$ cat src/rtl/bp_me_cce_inst_history_pkg.sv
// Shared types for the CCE instruction history block: opcodes, instruction
// word, history entry layout and FSM states.
package bp_me_cce_inst_history_pkg;

    typedef enum logic [0:0] {
        e_bp_default_cfg = 1'b0,
        e_bp_small_cfg   = 1'b1
    } bp_params_e;

    typedef struct packed {
        int unsigned cce_pc_width;
        int unsigned cce_id_width;
    } bp_proc_param_s;

    localparam int unsigned cce_pc_width_gp  = 8;
    localparam int unsigned cce_id_width_gp  = 4;
    localparam int unsigned hist_seq_width_gp = 16;

    // Every configuration shares the packed entry layout below.
    function automatic bp_proc_param_s bp_proc_param(bp_params_e cfg);
        bp_proc_param_s p;
        case (cfg)
            e_bp_small_cfg: p = '{cce_pc_width: cce_pc_width_gp, cce_id_width: cce_id_width_gp};
            default:        p = '{cce_pc_width: cce_pc_width_gp, cce_id_width: cce_id_width_gp};
        endcase
        return p;
    endfunction

    typedef enum logic [2:0] {
        e_op_alu      = 3'b000,
        e_op_branch   = 3'b001,
        e_op_reg_data = 3'b010,
        e_op_mem      = 3'b011,
        e_op_flag     = 3'b100,
        e_op_dir      = 3'b101,
        e_op_queue    = 3'b110,
        e_op_misc     = 3'b111
    } bp_cce_inst_op_e;

    typedef struct packed {
        bp_cce_inst_op_e op;
        logic [3:0]      minor_op;
        logic [24:0]     payload;
    } bp_cce_inst_s;

    typedef enum logic [1:0] {
        e_hist_record = 2'd0,
        e_hist_frozen = 2'd1,
        e_hist_dump   = 2'd2,
        e_hist_done   = 2'd3
    } bp_cce_hist_state_e;

    typedef struct packed {
        logic [cce_id_width_gp-1:0]   cce_id;
        logic [cce_pc_width_gp-1:0]   pc;
        bp_cce_inst_s                 inst;
        logic [hist_seq_width_gp-1:0] seq;
    } bp_cce_hist_entry_s;

    // Stored record; the CCE id is attached on the way out.
    typedef struct packed {
        logic [cce_pc_width_gp-1:0]   pc;
        bp_cce_inst_s                 inst;
        logic [hist_seq_width_gp-1:0] seq;
    } bp_cce_hist_rec_s;

endpackage

$ cat src/rtl/bp_me_cce_inst_history_ring.sv
// Circular history buffer: write pointer and saturating occupancy count
// around a 1r1w memory with an asynchronous read port.
module bp_me_cce_inst_history_ring
    import bp_me_cce_inst_history_pkg::*;
#(
    parameter int unsigned depth_p = 16,
    localparam int unsigned ptr_width_lp = $clog2(depth_p),
    localparam int unsigned cnt_width_lp = ptr_width_lp + 1
) (
    input  logic                    clk_i,
    input  logic                    reset_i,
    input  logic                    clear_i,
    input  logic                    w_v_i,
    input  bp_cce_hist_rec_s        w_data_i,
    input  logic [ptr_width_lp-1:0] r_addr_i,
    output bp_cce_hist_rec_s        r_data_o,
    output logic [ptr_width_lp-1:0] wr_ptr_o,
    output logic [cnt_width_lp-1:0] count_o
);

    logic [ptr_width_lp-1:0] wr_ptr_d, wr_ptr_q;
    logic [cnt_width_lp-1:0] count_d, count_q;
    logic                    w_en;

    assign w_en = w_v_i && !clear_i;

    always_comb begin
        wr_ptr_d = wr_ptr_q;
        count_d  = count_q;
        if (clear_i) begin
            wr_ptr_d = '0;
            count_d  = '0;
        end else if (w_en) begin
            wr_ptr_d = wr_ptr_q + 1'b1;
            if (count_q != cnt_width_lp'(depth_p)) begin
                count_d = count_q + 1'b1;
            end
        end
    end

    always_ff @(posedge clk_i or posedge reset_i) begin
        if (reset_i) begin
            wr_ptr_q <= '0;
            count_q  <= '0;
        end else begin
            wr_ptr_q <= wr_ptr_d;
            count_q  <= count_d;
        end
    end

    bsg_mem_1r1w #(
        .width_p($bits(bp_cce_hist_rec_s)),
        .els_p  (depth_p)
    ) u_mem (
        .w_clk_i (clk_i),
        .w_v_i   (w_en),
        .w_addr_i(wr_ptr_q),
        .w_data_i(w_data_i),
        .r_addr_i(r_addr_i),
        .r_data_o(r_data_o)
    );

    assign wr_ptr_o = wr_ptr_q;
    assign count_o  = count_q;

endmodule

$ cat src/rtl/bsg_mem_1r1w.sv
// One write port, one asynchronous read port register-file memory; contents
// are not reset.
module bsg_mem_1r1w #(
    parameter int unsigned width_p = 8,
    parameter int unsigned els_p   = 16
) (
    input  logic                     w_clk_i,
    input  logic                     w_v_i,
    input  logic [$clog2(els_p)-1:0] w_addr_i,
    input  logic [width_p-1:0]       w_data_i,
    input  logic [$clog2(els_p)-1:0] r_addr_i,
    output logic [width_p-1:0]       r_data_o
);

    logic [width_p-1:0] mem_q [els_p];

    always_ff @(posedge w_clk_i) begin
        if (w_v_i) begin
            mem_q[w_addr_i] <= w_data_i;
        end
    end

    assign r_data_o = mem_q[r_addr_i];

endmodule

$ cat src/rtl/bp_me_cce_inst_history.sv
// CCE microcode instruction history: records executed instructions, profiles
// opcodes, detects hangs and replays the history oldest-first when frozen.
module bp_me_cce_inst_history
    import bp_me_cce_inst_history_pkg::*;
#(
    parameter bp_params_e  bp_params_p      = e_bp_default_cfg,
    parameter int unsigned depth_p          = 16,
    parameter int unsigned cnt_width_p      = 32,
    parameter int unsigned hang_threshold_p = 1024,
    parameter int unsigned num_ops_p        = 8,
    localparam bp_proc_param_s proc_param_lp = bp_proc_param(bp_params_p),
    localparam int unsigned cce_pc_width_p  = proc_param_lp.cce_pc_width,
    localparam int unsigned cce_id_width_p  = proc_param_lp.cce_id_width
) (
    input  logic                                clk_i,
    input  logic                                reset_i,
    input  logic [cce_id_width_p-1:0]           cce_id_i,
    input  logic [cce_pc_width_p-1:0]           fetch_pc_i,
    input  logic                                instruction_v_i,
    input  logic [$bits(bp_cce_inst_s)-1:0]     instruction_i,
    input  logic                                freeze_i,
    input  logic                                dump_start_i,
    input  logic                                clear_i,
    output logic                                dump_v_o,
    output logic [$bits(bp_cce_hist_entry_s)-1:0] dump_entry_o,
    output logic                                dump_last_o,
    input  logic                                dump_ready_and_i,
    output logic [num_ops_p*cnt_width_p-1:0]    op_count_o,
    output logic                                hang_o,
    output logic [1:0]                          state_o
);

    localparam int unsigned ptr_width_lp   = $clog2(depth_p);
    localparam int unsigned cnt_width_lp   = ptr_width_lp + 1;
    localparam int unsigned stall_width_lp = $clog2(hang_threshold_p + 1);

    bp_cce_hist_state_e       state_q;
    logic [ptr_width_lp-1:0]  rd_ptr_q;
    logic [cnt_width_lp-1:0]  remaining_q;
    logic                     dump_v_q, dump_last_q;

    logic [hist_seq_width_gp-1:0] seq_d, seq_q;
    logic [stall_width_lp-1:0]    stall_d, stall_q;
    logic                         hang_d, hang_q;
    logic [cce_pc_width_p-1:0]    last_pc_d, last_pc_q;
    logic                         last_pc_v_d, last_pc_v_q;
    logic [cnt_width_p-1:0]       op_cnt_d [num_ops_p];
    logic [cnt_width_p-1:0]       op_cnt_q [num_ops_p];

    bp_cce_inst_s             inst;
    bp_cce_hist_rec_s         w_rec, r_rec;
    bp_cce_hist_entry_s       entry;
    logic [ptr_width_lp-1:0]  wr_ptr;
    logic [cnt_width_lp-1:0]  count;
    logic                     in_record, clear_en, rec_v, progress, hang_fire;

    assign inst      = bp_cce_inst_s'(instruction_i);
    assign in_record = (state_q == e_hist_record);
    assign clear_en  = clear_i && (in_record || state_q == e_hist_done);
    assign rec_v     = in_record && instruction_v_i && !clear_i;
    // Re-executing the last recorded PC counts as no progress.
    assign progress  = rec_v && (!last_pc_v_q || fetch_pc_i != last_pc_q);

    always_comb begin
        stall_d     = stall_q;
        last_pc_d   = last_pc_q;
        last_pc_v_d = last_pc_v_q;
        seq_d       = seq_q;
        if (clear_en) begin
            stall_d     = '0;
            last_pc_v_d = 1'b0;
            seq_d       = '0;
        end else if (in_record) begin
            if (progress) begin
                stall_d = '0;
            end else if (stall_q != stall_width_lp'(hang_threshold_p)) begin
                stall_d = stall_q + 1'b1;
            end
            if (rec_v) begin
                last_pc_d   = fetch_pc_i;
                last_pc_v_d = 1'b1;
                seq_d       = seq_q + 1'b1;
            end
        end
    end

    assign hang_fire = in_record && !clear_i && (stall_d == stall_width_lp'(hang_threshold_p));
    assign hang_d    = clear_en ? 1'b0 : (hang_q || hang_fire);

    always_comb begin
        for (int k = 0; k < int'(num_ops_p); k++) begin
            op_cnt_d[k] = op_cnt_q[k];
            if (clear_en) begin
                op_cnt_d[k] = '0;
            end else if (rec_v && int'(inst.op) == k && op_cnt_q[k] != '1) begin
                op_cnt_d[k] = op_cnt_q[k] + 1'b1;
            end
        end
    end

    always_ff @(posedge clk_i or posedge reset_i) begin
        if (reset_i) begin
            stall_q     <= '0;
            hang_q      <= 1'b0;
            last_pc_q   <= '0;
            last_pc_v_q <= 1'b0;
            seq_q       <= '0;
            for (int k = 0; k < int'(num_ops_p); k++) begin
                op_cnt_q[k] <= '0;
            end
        end else begin
            stall_q     <= stall_d;
            hang_q      <= hang_d;
            last_pc_q   <= last_pc_d;
            last_pc_v_q <= last_pc_v_d;
            seq_q       <= seq_d;
            for (int k = 0; k < int'(num_ops_p); k++) begin
                op_cnt_q[k] <= op_cnt_d[k];
            end
        end
    end

    always_ff @(posedge clk_i or posedge reset_i) begin
        if (reset_i) begin
            state_q     <= e_hist_record;
            rd_ptr_q    <= '0;
            remaining_q <= '0;
            dump_v_q    <= 1'b0;
            dump_last_q <= 1'b0;
        end else begin
            unique case (state_q)
                e_hist_record: begin
                    if (!clear_i && (freeze_i || hang_fire)) begin
                        state_q <= e_hist_frozen;
                    end
                end
                e_hist_frozen: begin
                    if (dump_start_i) begin
                        // Oldest entry sits count slots behind the write pointer.
                        rd_ptr_q    <= wr_ptr - ptr_width_lp'(count);
                        remaining_q <= count;
                        if (count == '0) begin
                            state_q <= e_hist_done;
                        end else begin
                            state_q     <= e_hist_dump;
                            dump_v_q    <= 1'b1;
                            dump_last_q <= (count == cnt_width_lp'(1));
                        end
                    end
                end
                e_hist_dump: begin
                    if (dump_ready_and_i) begin
                        rd_ptr_q    <= rd_ptr_q + 1'b1;
                        remaining_q <= remaining_q - 1'b1;
                        if (remaining_q == cnt_width_lp'(1)) begin
                            state_q     <= e_hist_done;
                            dump_v_q    <= 1'b0;
                            dump_last_q <= 1'b0;
                        end else begin
                            dump_last_q <= (remaining_q == cnt_width_lp'(2));
                        end
                    end
                end
                e_hist_done: begin
                    if (clear_i) begin
                        state_q <= e_hist_record;
                    end
                end
                default: state_q <= e_hist_record;
            endcase
        end
    end

    assign w_rec = '{pc: fetch_pc_i, inst: inst, seq: seq_q};

    bp_me_cce_inst_history_ring #(
        .depth_p(depth_p)
    ) u_ring (
        .clk_i   (clk_i),
        .reset_i (reset_i),
        .clear_i (clear_en),
        .w_v_i   (rec_v),
        .w_data_i(w_rec),
        .r_addr_i(rd_ptr_q),
        .r_data_o(r_rec),
        .wr_ptr_o(wr_ptr),
        .count_o (count)
    );

    assign entry = '{cce_id: cce_id_i, pc: r_rec.pc, inst: r_rec.inst, seq: r_rec.seq};

    always_comb begin
        op_count_o = '0;
        for (int k = 0; k < int'(num_ops_p); k++) begin
            op_count_o[k*cnt_width_p +: cnt_width_p] = op_cnt_q[k];
        end
    end

    assign dump_entry_o = entry;
    assign dump_v_o     = dump_v_q;
    assign dump_last_o  = dump_last_q;
    assign hang_o       = hang_q;
    assign state_o      = state_q;

endmodule

$ cat config.mk
export PLATFORM = sky130hd
export DESIGN_NAME = bp_me_cce_inst_history
export DESIGN_NICKNAME = d
export VERILOG_FILES = /design/src/rtl/bp_me_cce_inst_history_pkg.sv /design/src/rtl/bp_me_cce_inst_history_ring.sv /design/src/rtl/bsg_mem_1r1w.sv /design/src/rtl/bp_me_cce_inst_history.sv
export SDC_FILE = /design/constraint.sdc
export NUM_CORES = 2
export LEC_CHECK = 0
export BUFFER_PORTS_ARGS = -buffer_cell sky130_fd_sc_hd__buf_2
export CAP_MARGIN = 20
export CORE_MARGIN = 3
export CORE_UTILIZATION = 55
export CTS_CLUSTER_SIZE = 14
export DETAILED_ROUTE_END_ITERATION = 6
export PLACE_DENSITY = 0.86
export SLEW_MARGIN = 10
export SYNTH_ARGS = -nofsm -noshare
export SYNTH_HDL_FRONTEND = slang
export SYNTH_SLANG_ARGS = --single-unit
$ cat constraint.sdc
create_clock -name clk_i -period 17 [get_ports clk_i]
set_input_delay 0.85 -clock clk_i [delete_from_list [all_inputs] [get_ports clk_i]]
set_output_delay 0.85 -clock clk_i [all_outputs]
set_load 0.05 [all_outputs]
==> impl_metrics.toml <==
[outcome]
outcome = "finished clean"

[cts]
htree_num_levels = 3
cts_buffers = 115
post_cts_resized = 0
root_buffer = "clkbuf_16"
clk_pin_slew_ns = 0.06
clkLatencyLatePin_ns = 0.71
clockBufferDepth = 3
cts_setup_buffers = 0
cts.sinks = 1211
tritoncts = "done"
cts_hold_buffers = 0

[sta]
setup-violations-final = 0
rsz0062_at_grt = "no"
period_share = 0.335
finClkSkew_ns = 0.0781
fmax_mhz = 176
hold_violations = 0
slew_violations = 0
relSlewSlack = 0.186
finalSetupTns_ns = 0
worst_pin_slew_ns = 1.22
period_needed_ns = 5.69

[critical_path]
cp.required_ns = 16.15
end_kind = "primary output"
cp_common_cell = "buf_4"
worstPathMaxFanout = 60
crit_arrival_ns = 4.84
rrSetupSlack_ns = 13.41
cp_slowest_cell = "buf_4"
worstReg2RegEnd = "op_count_o[94]$_DFFE_PP0P_"
critPathMaxStageDelay_ns = 0.87
path_class = "reg -> out"
path_cells = "buf_4 -> buf_16 -> buf_4 -> buf_4 -> mux2_2 -> o21ai_0 -> a21oi_1 -> a22oi_1 -> nand2_1 -> buf_2"
r2r-start = "state_o[1]$_DFFE_PP0P_"
cp-start-kind = "flip-flop"
worstRegToRegCells = 10

[synthesis]
synth_edf_count = 896
yosysSeqAreaShare = 0.686
syn_nets = 3536
synth_cell_types = 71
yosysTopAreaCellShare = 0.531
ys.flop_type = "edfxtp_1"
yosysTopAreaCell = "edfxtp_1"
synth_area_leaders = "edfxtp_1 (53%), dfrtp_1 (16%), mux4_2 (5.0%)"
synth-seq-cells = 1211
async_flop_share = 0.260
netlist_instances = 3454
syn-cell-area_um2 = 50700
yosys_warnings = 0
syn_area_per_cell_um2 = 14.7

[layout]
fin_area_um2 = 57500
drive_above_1_share = 0.200
fin_nets = 3890
fillers = 6247
syn_to_final_growth_pct = 13.4

[pwr]
comb_power_share = 0.305
seq_power_share = 0.397
intPower_mw = 5.41
power.density_nw_per_um2 = 146
ir_drop_mv = 0.138
switching_share = 0.356
power_switching_mw = 2.99
p_leak_nw = 21.9
pwr-share-clk = 0.299

[global_routing]
first_global_vias = 32200
grt_max_degree = 236
grt_overflow_total = 0
grt_first_pass_wirelength_um = 193000
grt.total_usage = 0.266
antenna_found_initial = 10

[die]
die_area_um2 = 95800
io_pins = 372
coreArea_um2 = 90700
die_y_um = 310
die_w_um = 310
num_rows = 110
initial_utilization = 0.559

[route]
wl_per_cell_um = 25.2
drt_pass1_iterations = 5
vias = 32100
vias_per_cell = 6.30
ant_nets = 0
dr.first_iter.drc_count = 3291
drc = 0
finalWirelength_um = 128000

[placement]
dpl.hpwl_um = 70900
gp_congestion = 0.891
port-buffer-count = 363
place_area_um2 = 53700

[run]
maxCapViolations = 0

[worst_hold_path]
hold_path.class = "in -> async"
-- worst max-delay path by stage --
stage	start	end	slack [ns]	cells past startpoint
3_3_place_gp	rd_ptr_q[0]$_DFFE_PP0P_	dump_entry_o[20]	11.85	9
5_1_grt	rd_ptr_q[0]$_DFFE_PP0P_	dump_entry_o[21]	10.97	10
4_1_cts	rd_ptr_q[0]$_DFFE_PP0P_	dump_entry_o[19]	10.88	9
2_1_floorplan	reset_i	dump_last_o$_DFFE_PP0P_	7.44	1
3_5_place_dp	rd_ptr_q[0]$_DFFE_PP0P_	dump_entry_o[19]	11.73	9
6_report	rd_ptr_q[0]$_DFFE_PP0P_	dump_entry_o[19]	11.31	10
-- per-layer routing --
layer,vias to the layer above,GRT usage,part of all wire
li1,13900,-,-
met1,16100,0.332,0.36
met2,1782,0.447,0.50
met3,326,0.0696,0.10
met4,8,0.102,0.037
met5,-,0,0.00044
-- placed cells by master (no fill, tap or decap), types with 21 or more instances in the layout --
| cell | Yosys | final |
|---|---|---|
| buf_2 | 21 | 363 |
| nor2_1 | 279 | 278 |
| clkinv_2 | 0 | 21 |
| or3_1 | 35 | 35 |
| o21ai_0 | 172 | 172 |
| a22oi_1 | 56 | 56 |
| buf_4 | 6 | 37 |
| xnor2_1 | 94 | 94 |
| and4_1 | 35 | 35 |
| xor2_1 | 138 | 138 |
| and3_1 | 55 | 55 |
| a221oi_1 | 57 | 57 |
| ha_1 | 30 | 30 |
| edfxtp_1 | 896 | 896 |
| mux2_2 | 58 | 58 |
| mux4_2 | 112 | 112 |
| nor4_1 | 27 | 26 |
| dfrtp_1 | 315 | 311 |
| inv_1 | 44 | 43 |
| clkinv_1 | 0 | 21 |
| mux2i_1 | 180 | 180 |
| clkbuf_1 | 113 | 34 |
| nand2_1 | 211 | 210 |
| nand4_1 | 92 | 92 |
| clkbuf_16 | 0 | 116 |
| a21oi_1 | 106 | 106 |
| nor3_1 | 49 | 49 |
| nand3_1 | 119 | 119 |
-- sequential cells by signal, indices dropped and copies added (netlist names), 2 cells and up --
signal and count:
u_ring.u_mem.mem_q 896, op_count_o 256, seq_q 16, stall_q 11, last_pc_q 8, remaining_q 5
u_ring.count_o 5, rd_ptr_q 4, u_ring.wr_ptr_o 4, state_o 2
-- power groups by stage --
stage / registers, mW / logic, mW / clock network [mW]
6_report: 3.33 / 2.56 / 2.51
5_1_grt: 3.34 / 2.70 / 2.66
2_1_floorplan: 3.35 / 1.86 / 0
3_3_place_gp: 3.39 / 2.46 / 0
4_1_cts: 3.33 / 2.55 / 2.55
3_5_place_dp: 3.39 / 2.52 / 0
-- final cells by class --
type | instances | area, µm² | area share
multi-input combinational | 2033 | 15100 | 0.263
clock inverter | 61 | 577 | 0.0100
tap | 1176 | 1470 | 0.0256
timing repair buffer | 403 | 2160 | 0.0376
clock buffer | 157 | 3130 | 0.0544
sequential | 1211 | 34800 | 0.606
antenna | 7 | 17.5 | 0.000305
inverter | 44 | 173 | 0.00301
-- critical path: cells and delay by family (launching register included) --
kind | cells | cell delay [ns]
AOI/OAI and AO/OA | 3 | 0.54
buffers and inverters | 5 | 2.44
DFF | 1 | 0.58
and+or+nand+nor | 1 | 0.10
muxes | 1 | 0.41
-- logic make-up (layout without fill, tap and decap cells) --
| group | after synthesis | in the layout | synth area share |
|---|---|---|---|
| muxes | 351 | 351 | 0.0984 |
| AOI/OAI and AO/OA | 438 | 438 | 0.0529 |
| buffers and inverters | 210 | 665 | 0.0165 |
| and+or+nand+nor | 981 | 981 | 0.0979 |
| DFF | 1211 | 1211 | 0.686 |
| adders and majority gates | 31 | 31 | 0.00780 |
| other | 0 | 7 | 0 |
| xor gates and xnor gates | 232 | 232 | 0.0401 |
-- per-stage QoR --
| step | worst slack, ns | power, mW | std cells | utilization | hold WS [ns] |
|---|---|---|---|---|---|
| detailed placement | 11.73 | 5.91 | 4866 | 0.592 | 0.481 |
| global route | 10.97 | 8.70 | 5087 | 0.633 | 0.368 |
| CTS | 10.88 | 8.43 | 5084 | 0.633 | 0.361 |
| floorplan | 7.44 | 5.21 | 3454 | - | 0.447 |
| global placement | 11.85 | 5.85 | 4866 | 0.592 | 0.464 |
| finish | 11.31 | 8.40 | 5092 | 0.634 | 0.307 |
-- Yosys cell counts (12+ instances only) --
cell / count
edfxtp_1: 896
dfrtp_1: 315
nor2_1: 279
nand2_1: 211
mux2i_1: 180
o21ai_0: 172
xor2_1: 138
nand3_1: 119
clkbuf_1: 113
mux4_2: 112
a21oi_1: 106
xnor2_1: 94
nand4_1: 92
mux2_2: 58
a221oi_1: 57
a22oi_1: 56
and3_1: 55
nor3_1: 49
inv_1: 44
and4_1: 35
or3_1: 35
and2_1: 32
ha_1: 30
nor4_1: 27
buf_1: 26
buf_2: 21
o211ai_1: 12
Power figures use the tool's default switching activity.
